--- src/rtl/keypad_display_scanner.sv ---
// keypad_display_scanner: keypad entry buffer multiplexed onto NUM_DIGITS seven-segment digits.
// Optional blink blanking is built only when DISPLAY_BLINK_EN is defined.
`default_nettype none

module keypad_display_scanner #(
  parameter int NUM_DIGITS = 4,
  parameter int CNT_W      = 3,
  parameter int SCAN_DIV   = 50000,
  parameter int BLINK_DIV  = 12500000
) (
  input  logic                  i_clk,
  input  logic                  i_rst_n,
  input  logic                  i_push,
  input  logic [3:0]            i_digit,
  input  logic                  i_clear,
  input  logic                  i_blink,
  output logic [3:0]            o_binary,
  output logic                  o_en,
  output logic [NUM_DIGITS-1:0] o_digit_sel,
  output logic [CNT_W-1:0]      o_count,
  output logic                  o_full
);

  localparam int              PRE_W    = (SCAN_DIV > 2) ? $clog2(SCAN_DIV) : 1;
  localparam logic [PRE_W-1:0] PRE_LAST = PRE_W'(SCAN_DIV - 1);
  localparam logic [CNT_W-1:0] LAST_IDX = CNT_W'(NUM_DIGITS - 1);
  localparam logic [CNT_W-1:0] FULL_CNT = CNT_W'(NUM_DIGITS);

  logic [3:0]       entries [NUM_DIGITS];
  logic [CNT_W-1:0] count;
  logic [CNT_W-1:0] idx;
  logic [PRE_W-1:0] prescale;
  logic             full;
  logic             blank;

  assign full = (count == FULL_CNT);

  // Clear beats push; a push into a full buffer is dropped without wrapping.
  always_ff @(posedge i_clk) begin
    if (!i_rst_n) begin
      for (int k = 0; k < NUM_DIGITS; k++) entries[k] <= 4'h0;
      count <= '0;
    end else if (i_clear) begin
      for (int k = 0; k < NUM_DIGITS; k++) entries[k] <= 4'h0;
      count <= '0;
    end else if (i_push && !full) begin
      entries[0] <= i_digit;
      for (int k = 1; k < NUM_DIGITS; k++) entries[k] <= entries[k-1];
      count <= count + 1'b1;
    end
  end

  always_ff @(posedge i_clk) begin
    if (!i_rst_n) begin
      prescale <= '0;
      idx      <= '0;
    end else begin
      if (prescale >= PRE_LAST) prescale <= '0;
      else                      prescale <= prescale + 1'b1;

      if (idx > LAST_IDX)
        idx <= '0;
      else if (prescale >= PRE_LAST)
        idx <= (idx == LAST_IDX) ? '0 : idx + 1'b1;
    end
  end

`ifdef DISPLAY_BLINK_EN
  localparam int              BLK_W    = (BLINK_DIV > 2) ? $clog2(BLINK_DIV) : 1;
  localparam logic [BLK_W-1:0] BLK_LAST = BLK_W'(BLINK_DIV - 1);

  logic [BLK_W-1:0] blink_cnt;
  logic             blink_phase;

  // Held at zero while idle so every blink request opens with a visible half-period.
  always_ff @(posedge i_clk) begin
    if (!i_rst_n || !i_blink) begin
      blink_cnt   <= '0;
      blink_phase <= 1'b0;
    end else if (blink_cnt >= BLK_LAST) begin
      blink_cnt   <= '0;
      blink_phase <= ~blink_phase;
    end else begin
      blink_cnt <= blink_cnt + 1'b1;
    end
  end

  assign blank = i_blink & blink_phase;
`else
  logic unused_blink;
  assign unused_blink = i_blink ^ (BLINK_DIV == 0);
  assign blank        = 1'b0;
`endif

  always_comb begin
    o_digit_sel = '1;
    o_binary    = 4'h0;
    for (int k = 0; k < NUM_DIGITS; k++) begin
      if (idx == CNT_W'(k)) begin
        o_digit_sel[k] = 1'b0;
        o_binary       = entries[k];
      end
    end
  end

  assign o_en    = (idx < count) && !blank;
  assign o_count = count;
  assign o_full  = full;

endmodule

`default_nettype wire

--- config.mk ---
export PLATFORM = sky130hd
export DESIGN_NAME = keypad_display_scanner
export DESIGN_NICKNAME = d
export VERILOG_FILES = /design/src/rtl/keypad_display_scanner.sv
export SDC_FILE = /design/constraint.sdc
export NUM_CORES = 1
export LEC_CHECK = 0
export CORE_MARGIN = 2
export CORE_UTILIZATION = 35
export DETAILED_ROUTE_END_ITERATION = 12
export PLACE_DENSITY = 0.54
export SKIP_LAST_GASP = 1
export SLEW_MARGIN = 15
export SYNTH_ARGS = -nofsm -noshare
export SYNTH_HDL_FRONTEND = slang
export SYNTH_SLANG_ARGS = --single-unit
--- constraint.sdc ---
create_clock -name i_clk -period 3.8 [get_ports i_clk]
set_clock_uncertainty 0.15 [all_clocks]
set_input_delay 0.76 -clock i_clk [delete_from_list [all_inputs] [get_ports i_clk]]
set_output_delay 0.76 -clock i_clk [all_outputs]
set_load 0.01 [all_outputs]
**After elaboration in Yosys (flattened, before gate mapping)**

Memory sizes are Yosys's and may differ from the RTL's.
Index checks and enable logic that the tools add are counted.

- Memories: 1
- Register bits: 22
- Memory bits (writable): 16
- Bits of input ports: 9
- Word-level logic and storage cells: 54

- Reductions and logical operators: 6
- Bitwise gates (word level): 9
- Equality and inequality tests: 4
- Order comparisons: 3
- Muxes and demuxes: 25
- Add/sub/neg operators: 3

Memory list:

| memory | depth | bits a word | read ports | clocked after memory_dff | wr ports | line | text |
|---|---|---|---|---|---|---|---|
| entries | 4 | 4 | 4 | 0 | 4 | 29 | `logic [3:0] entries [NUM_DIGITS];` |

Operator list:

| kind | number |
|---|---|
| $mux W4 | 12 |
| $add A16 B1 Y16 const B | 1 |
| $ge A16 B16 Y1 const B | 1 |
| $mux W1 | 12 |
| $or A1 B1 Y1 | 8 |
| $add A3 B1 Y3 const B | 2 |
| $eq A3 B2 Y1 const B | 2 |
| $reduce_or A2 Y1 | 3 |
| $eq A3 B1 Y1 const B | 1 |
| $eq A3 B3 Y1 const B | 1 |
| $gt A3 B2 Y1 const B | 1 |
| $logic_not A3 Y1 | 1 |
| $lt A3 B3 Y1 | 1 |
| $mux W3 | 1 |
| $logic_and A1 B1 Y1 | 1 |
| $logic_not A1 Y1 | 1 |
| $not A1 Y1 | 1 |

**Logic depth before layout (Yosys ltp)**

Gate-level depths: netlist (run 1).

- Depth after elaboration: 8
- Gate-level depth with buffers: 7
- Gate-level depth less buffers: 6

**Worst setup path after synthesis (run 1)**

Ideal clock, no wire load.

- Path kind: reg-to-output
- From: reg idx[1]
- To: out o_binary[0]
- Data arrival time: 1.418 ns
- Buffers on the path: 0
- Data required time: 2.890 ns
- Stages on the path, launching flop included: 7
- Path slack: 1.472 ns
- Cell sequence: dfxtp_1 > inv_1 > ha_1 > nor2b_1 > a221oi_1 > a211o_1 > a21oi_1

- Longest elaborated chain between the ends: 5

RTL lines:

| element | line | text |
|---|---|---|
| start: declaration | 31 | `logic [CNT_W-1:0] idx;` |
| start signal: assignment | 64 | `idx <= (idx == LAST_IDX) ? '0 : idx + 1'b1;` |
| $logic_not A3 Y1 | 99 | `if (idx == CNT_W'(k)) begin` |
| $mux W4 (3 in series) | 99 |  |
| $mux W4 (*) | 99 |  |
| end: declaration | 17 | `output logic [3:0] o_binary,` |

Every way passes the cells marked *; elsewhere a longest branch is shown, timed or not.

**Worst setup path after layout (run 1)**

Ends and elaborated chain as after synthesis.

==> metrics.yaml, run 1 <==
cells_and_area:
  fin_util_pct: 42.4
  antenna_cells: 0
  nFillCells: 548
  area_growth_pct: 16.5
  final_nets: 231
  drive_gt1_share_pct: 2.80
route:
  viasPerCell: 4.67
  ant_nets: 0
  num_vias: 1325
  totalWireLength_um: 3510
  drc: 0
  wl_per_cell_um: 12.4
  firstDrtPassIters: 4
  drt_iter0_drc: 53
logic_synthesis:
  yosys_register_bits: 38
  netlist_top_cells_count: "26 x dfxtp_1, 23 x nor2_1, 13 x inv_1"
  syn_area_per_cell_sq_um: 9.60
  synth_top_cell_by_area: "dfxtp_1"
  yosysMostFrequentCell: "dfxtp_1"
  ys_warn_count: 0
  synth_cell_types: 34
  synth_edf_count: 12
  synth_ff_type: "dfxtp_1"
  synth_top_cell_area_share_pct: 27.8
  synthArstFlopShare_pct: 0
  syn-num-nets: 213
  synth_seq_area_share_pct: 47.1
  synth_area_leaders: "dfxtp_1 28%, edfxtp_1 19%, ha_1 6.0%, nor2_1 4.6%, mux2i_1 3.7%"
  synth.cell_area_sq_um: 1870
  syn_inst: 195
floorplanning:
  dieHeight_um: 77.1
  die_w_um: 77.1
  num_rows: 26
  ios: 22
  core_sq_um: 5140
  initial_core_util_pct: 36.4
  dieArea_sq_um: 5950
timing:
  setup_tns_ns: 0
  rsz0062_at_grt: "false"
  slew_violations: 0
  post-route-period-util_pct: 87.1
  tightest_slew_ns: 0.614
  layout_min_cycle_time_ns: 3.31
  finalSetupViolCount: 0
  relSlewSlack_pct: 59.1
  hold_viol_final: 0
  fmax_mhz: 302
setup_path:
  crit_slowest_cell: "clkdlybuf4s50_1"
  worstPathRequired_ns: 2.89
  crit_chain: "inv_1, ha_1, nor2b_1, a221oi_1, a211o_1, a21oi_1, clkdlybuf4s50_1"
  rr_worst_depth: 5
  endpoint_kind: "output port"
  startpoint_type: "register"
  crit_type: "reg -> out"
  worstPathArrival_ns: 2.40
  cp_max_fo: 7
  slowest_delay_ns: 0.55
clock_network:
  cts_tree: "built"
  clkLatencyLatePin_ns: 0.28
  ctsResizeCount: 0
  cts_root_buffer: "clkbuf_8"
  cts_buffers: 5
  cts.path.max_buffers: 2
  cts_setup_buffers: 0
  ctsHtreeMaxLevel: 2
  cts_hold_repair.buffers: 0
  cts_sinks: 38
  cts.clk_slew.worst_paths_ns: 0.07
placement:
  routabilityCongestion: 0.771
  hpwl_um: 2520
  port_buffers: 20
grt:
  grtUsageTotal_pct: 13.0
  grt_pass1_vias: 1231
  grt_antenna_before_repair: 0
  grt_max_degree: 16
  overflow: 0
  grt_pass1_wl_um: 6050
power_and_ir_drop:
  p_per_area_nw_per_um2: 342
  leakagePower_nw: 0.788
  irDropWorstVdd_mv: 0.222
  total_power_w: 0.000746
outcome:
  status: "finished, final reports clean"
flow_run:
  cap_violations: 0
min_path:
  hold_class: "reg -> reg"
  holdPathStages: 2
==> final cells by class <==
cell class	count	area, sq um	area share, %
Clock buffer	8	80.1	3.67
Inverter	13	48.8	2.24
Multi-Input combinational cell	135	883	40.5
Sequential cell	38	881	40.4
Tap cell	70	87.6	4.02
Timing Repair Buffer	20	200	9.18
==> final timing paths <==
path,start,to,slack [ns]
min reg2reg,prescale[15]$_SDFF_PP0_,prescale[15]$_SDFF_PP0_,0.30
max reg2reg,o_count[0]$_SDFFE_PP0N_,entries[3][0]$_SDFFCE_PN0P_,1.56
max,idx[1]$_SDFFE_PP0P_,o_binary[0],0.49
min,prescale[15]$_SDFF_PP0_,prescale[15]$_SDFF_PP0_,0.30
==> state kept, by name, summed over array words and instances (netlist names) <==
| name | count |
|---|---|
| idx | 3 |
| o_count | 3 |
| prescale | 16 |
| entries | 16 |
==> layout by cell type (no fill, tap or decap), types with 8 or more instances in the layout <==
| master | instances |
|---|---|
| nand2_1 | 9 |
| a21oi_1 | 8 |
| nor2_1 | 23 |
| edfxtp_1 | 12 |
| ha_1 | 9 |
| inv_1 | 13 |
| clkdlybuf4s50_1 | 20 |
| nand2b_1 | 9 |
| and2_1 | 11 |
| dfxtp_1 | 26 |
==> routing by layer <==
layer | share of wire [%] | wire length, um | vias up | GRT usage (%)
li1 | - | - | 701 | -
met1 | 53 | 1880 | 593 | 19.1
met2 | 40 | 1410 | 25 | 17.0
met3 | 4.4 | 154 | 6 | 3.88
met4 | 2.0 | 71 | 0 | 5.89
met5 | 0 | 0 | - | 0
==> critical path: cells and delay by family, from the launching register on <==
family,cells,cell delay (ns)
fa+ha+maj,1,0.28
buf+inv,2,0.64
compound gates,3,0.53
flops,1,0.44
simple gates,1,0.22
==> stage by stage <==
step                hold slack [ns]  cell area [sq um]  instances  worst slack, ns
floorplan                     0.272               1870        195             1.47
global placement              0.288               2100        276            0.826
detailed placement            0.292               2100        276            0.813
CTS                           0.302               2180        284            0.477
global route                  0.318               2180        284            0.258
finish                        0.299               2180        284            0.491
==> cells by family after synthesis <==
family,count (synthesis),synth area share [%]
XOR/XNOR,13,6.08
AO/OA/AOI/OAI,20,7.55
buffers and inverters,22,5.75
flip-flops,38,47.1
other,1,0.200
multiplexers,7,3.74
AND/OR/NAND/NOR,85,23.6
adder cells (fa/ha/maj),9,6.02
==> power by group <==
group | total [W] | switching (W) | internal [W] | leakage (nW)
Clock | 0.000261 | 0.000131 | 0.000130 | 0.0395
Combinational | 0.0000486 | 0.0000234 | 0.0000252 | 0.398
Sequential | 0.000436 | 0.00000765 | 0.000428 | 0.350
Total | 0.000746 | 0.000162 | 0.000584 | 0.788
Power figures use the tool's default switching activity.
==> run 2, diff against run 1 <==
Settings changed: ABC_AREA set to 1.
Clock period 3.8 ns to 3.2 ns, I/O delays scaled along.
==> metrics.yaml, run 2 <==
route:
  num_vias: 1552
  drt_iter0_drc: 76
  ant_nets: 0
  wl_per_cell_um: 10.1
  totalWireLength_um: 3650
  drc: 0
  firstDrtPassIters: 4
  viasPerCell: 4.31
timing:
  finalSetupViolCount: 0
  setup_tns_ns: 0
  hold_viol_final: 0
  layout_min_cycle_time_ns: 2.92
  fmax_mhz: 343
  slew_violations: 0
  post-route-period-util_pct: 91.2
  rsz0062_at_grt: "false"
cells_and_area:
  drive_gt1_share_pct: 6.25
  area_growth_pct: 20.8
  layout_common_cells: "52 x nor2_1, 49 x nand2_1, 46 x inv_1"
  largestRegisters: "entries: 16 flops, prescale: 16 flops"
  antenna_cells: 0
  final_nets: 305
  finish.instance_area_sq_um: 2360
  layout_commonest_cell: "nor2_1"
clock_network:
  cts_setup_buffers: 0
  cts_sinks: 38
  cts_buffers: 5
  cts.clk_slew.worst_paths_ns: 0.07
  cts_tree: "built"
  cts_root_buffer: "clkbuf_8"
  clkLatencyLatePin_ns: 0.29
  ctsHtreeMaxLevel: 2
  cts.path.max_buffers: 2
  ctsResizeCount: 0
  cts_hold_repair.buffers: 0
grt:
  grt_pass1_wl_um: 6320
  grt_pass1_vias: 1419
  grtUsageTotal_pct: 13.0
  grt_antenna_before_repair: 0
  overflow: 0
  grt_max_degree: 17
logic_synthesis:
  synth_top_cell_by_area: "dfxtp_1"
  synth_ff_type: "dfxtp_1"
  syn_area_per_cell_sq_um: 7.43
  syn_inst: 263
  synth.cell_area_sq_um: 1950
  yosysMostFrequentCell: "nor2_1"
  synth_seq_area_share_pct: 45.1
  synthArstFlopShare_pct: 0
  synth_cell_types: 22
  synth_area_leaders: "dfxtp_1 27%, edfxtp_1 18%, nor2_1 10%, nand2_1 9.4%, inv_1 8.8%"
  yosys_register_bits: 38
  synth_edf_count: 12
  syn-num-nets: 281
  ys_warn_count: 0
  synth_top_cell_area_share_pct: 26.6
  netlist_top_cells_count: "52 x nor2_1, 49 x nand2_1, 46 x inv_1"
setup_path:
  startpoint_type: "register"
  crit_type: "reg -> out"
  worstPathArrival_ns: 2.13
  endpoint_kind: "output port"
  cp_max_fo: 5
  worstPathRequired_ns: 2.41
power_and_ir_drop:
  swShare_pct: 20.0
  p_int_w: 0.000847
  irDropWorstVdd_mv: 0.224
  leakagePower_nw: 0.945
  pwr-share-clk_pct: 45.9
  p_comb_share_pct: 5.5
  switching_power_w: 0.000212
  power_frac_seq_pct: 48.6
  p_per_area_nw_per_um2: 449
floorplanning:
  num_rows: 27
  die_w_um: 78.7
  ios: 22
  dieArea_sq_um: 6200
  dieHeight_um: 78.7
  core_sq_um: 5440
  initial_core_util_pct: 35.9
flow_run:
  cap_violations: 0
placement:
  routabilityCongestion: 0.805
  port_buffers: 20
  hpwl_um: 2720
  post_dp_cell_area_sq_um: 2220
min_path:
  hold_class: "reg -> reg"
outcome:
  status: "finished, final reports clean"
run 2: cell types whose count changed in the layout (fill, tap and decap cells not counted), moves of 11 or more:
| cell | delta |
|---|---|
| a21oi_1 | +11 |
| and2_1 | -11 |
| inv_1 | +33 |
| nand2_1 | +40 |
| nor2_1 | +29 |
| o21ai_0 | +12 |
run 2: final cells by class:
cell class	instances	area, sq um
fillers	565	3080
flip-flops and latches	38	881
multi-input cells	175	876
repair buffers	20	200
inverters	47	176
well taps	72	90.1
clock buffers	5	68.8
clock inverters	3	68.8
run 2: cells by family after synthesis:
logic type	Yosys count	synth area share [%]
buf+inv	50	10.1
fa+ha+maj	9	5.76
other cells	1	0.192
compound gates	34	8.84
flops	38	45.1
xor+xnor	7	3.14
simple gates	124	26.9
run 2: power groups by stage:
stage / combinational, W / clock [W] / sequential [W]
floorplan: 0.0000349 / 0 / 0.000525
global placement: 0.0000595 / 0 / 0.000526
detailed placement: 0.0000598 / 0 / 0.000526
CTS: 0.0000601 / 0.000504 / 0.000515
global route: 0.0000659 / 0.000525 / 0.000517
finish: 0.0000588 / 0.000486 / 0.000515
run 2: worst paths after layout:
check | startpoint | end | slack, ns | depth (start not counted)
max reg2reg | o_count[0]$_SDFFE_PP0N_ | entries[2][1]$_SDFFE_PN0P_ | 1.49 | 9
min reg2reg | prescale[0]$_SDFF_PP0_ | prescale[0]$_SDFF_PP0_ | 0.30 | 1
min | prescale[0]$_SDFF_PP0_ | prescale[0]$_SDFF_PP0_ | 0.30 | 1
max | idx[0]$_SDFFE_PP0P_ | o_binary[2] | 0.28 | 9
run 2: per-layer routing:
metal | vias up | GRT usage (%) | part of all wire, %
met5 | - | 0 | 0
met4 | 0 | 3.68 | 0.41
met3 | 2 | 3.98 | 3.5
met2 | 25 | 20.9 | 46
met1 | 665 | 16.9 | 50
li1 | 860 | - | -
run 2: metrics by stage:
stage / hold WS (ns) / total power, W / setup slack (ns) / util, % / cells
after detailed placement: 0.289 / 0.000586 / 0.573 / 40.9 / 352
after floorplan: 0.267 / 0.000560 / 1.23 / - / 263
after global placement: 0.281 / 0.000585 / 0.567 / 40.9 / 352
final: 0.299 / 0.00106 / 0.282 / 43.4 / 360
after global routing: 0.338 / 0.00111 / 0.0786 / 43.4 / 360
after CTS: 0.301 / 0.00108 / 0.235 / 43.4 / 360
run 2: critical path, cell delays in order, from the launching register on:
cell	delay, ns
dfxtp_1	0.34
inv_1	0.15
ha_1	0.16
inv_1	0.03
nor2_1	0.12
nand2_1	0.14
nor2_1	0.13
o21ai_0	0.08
a21oi_1	0.15
clkdlybuf4s50_1	0.55
==> run 3, diff against run 2 <==
Settings changed: SLEW_MARGIN 15 to 20.
==> results of run 3 <==
The final DEF is identical to that of run 2; final timing and power are the same.
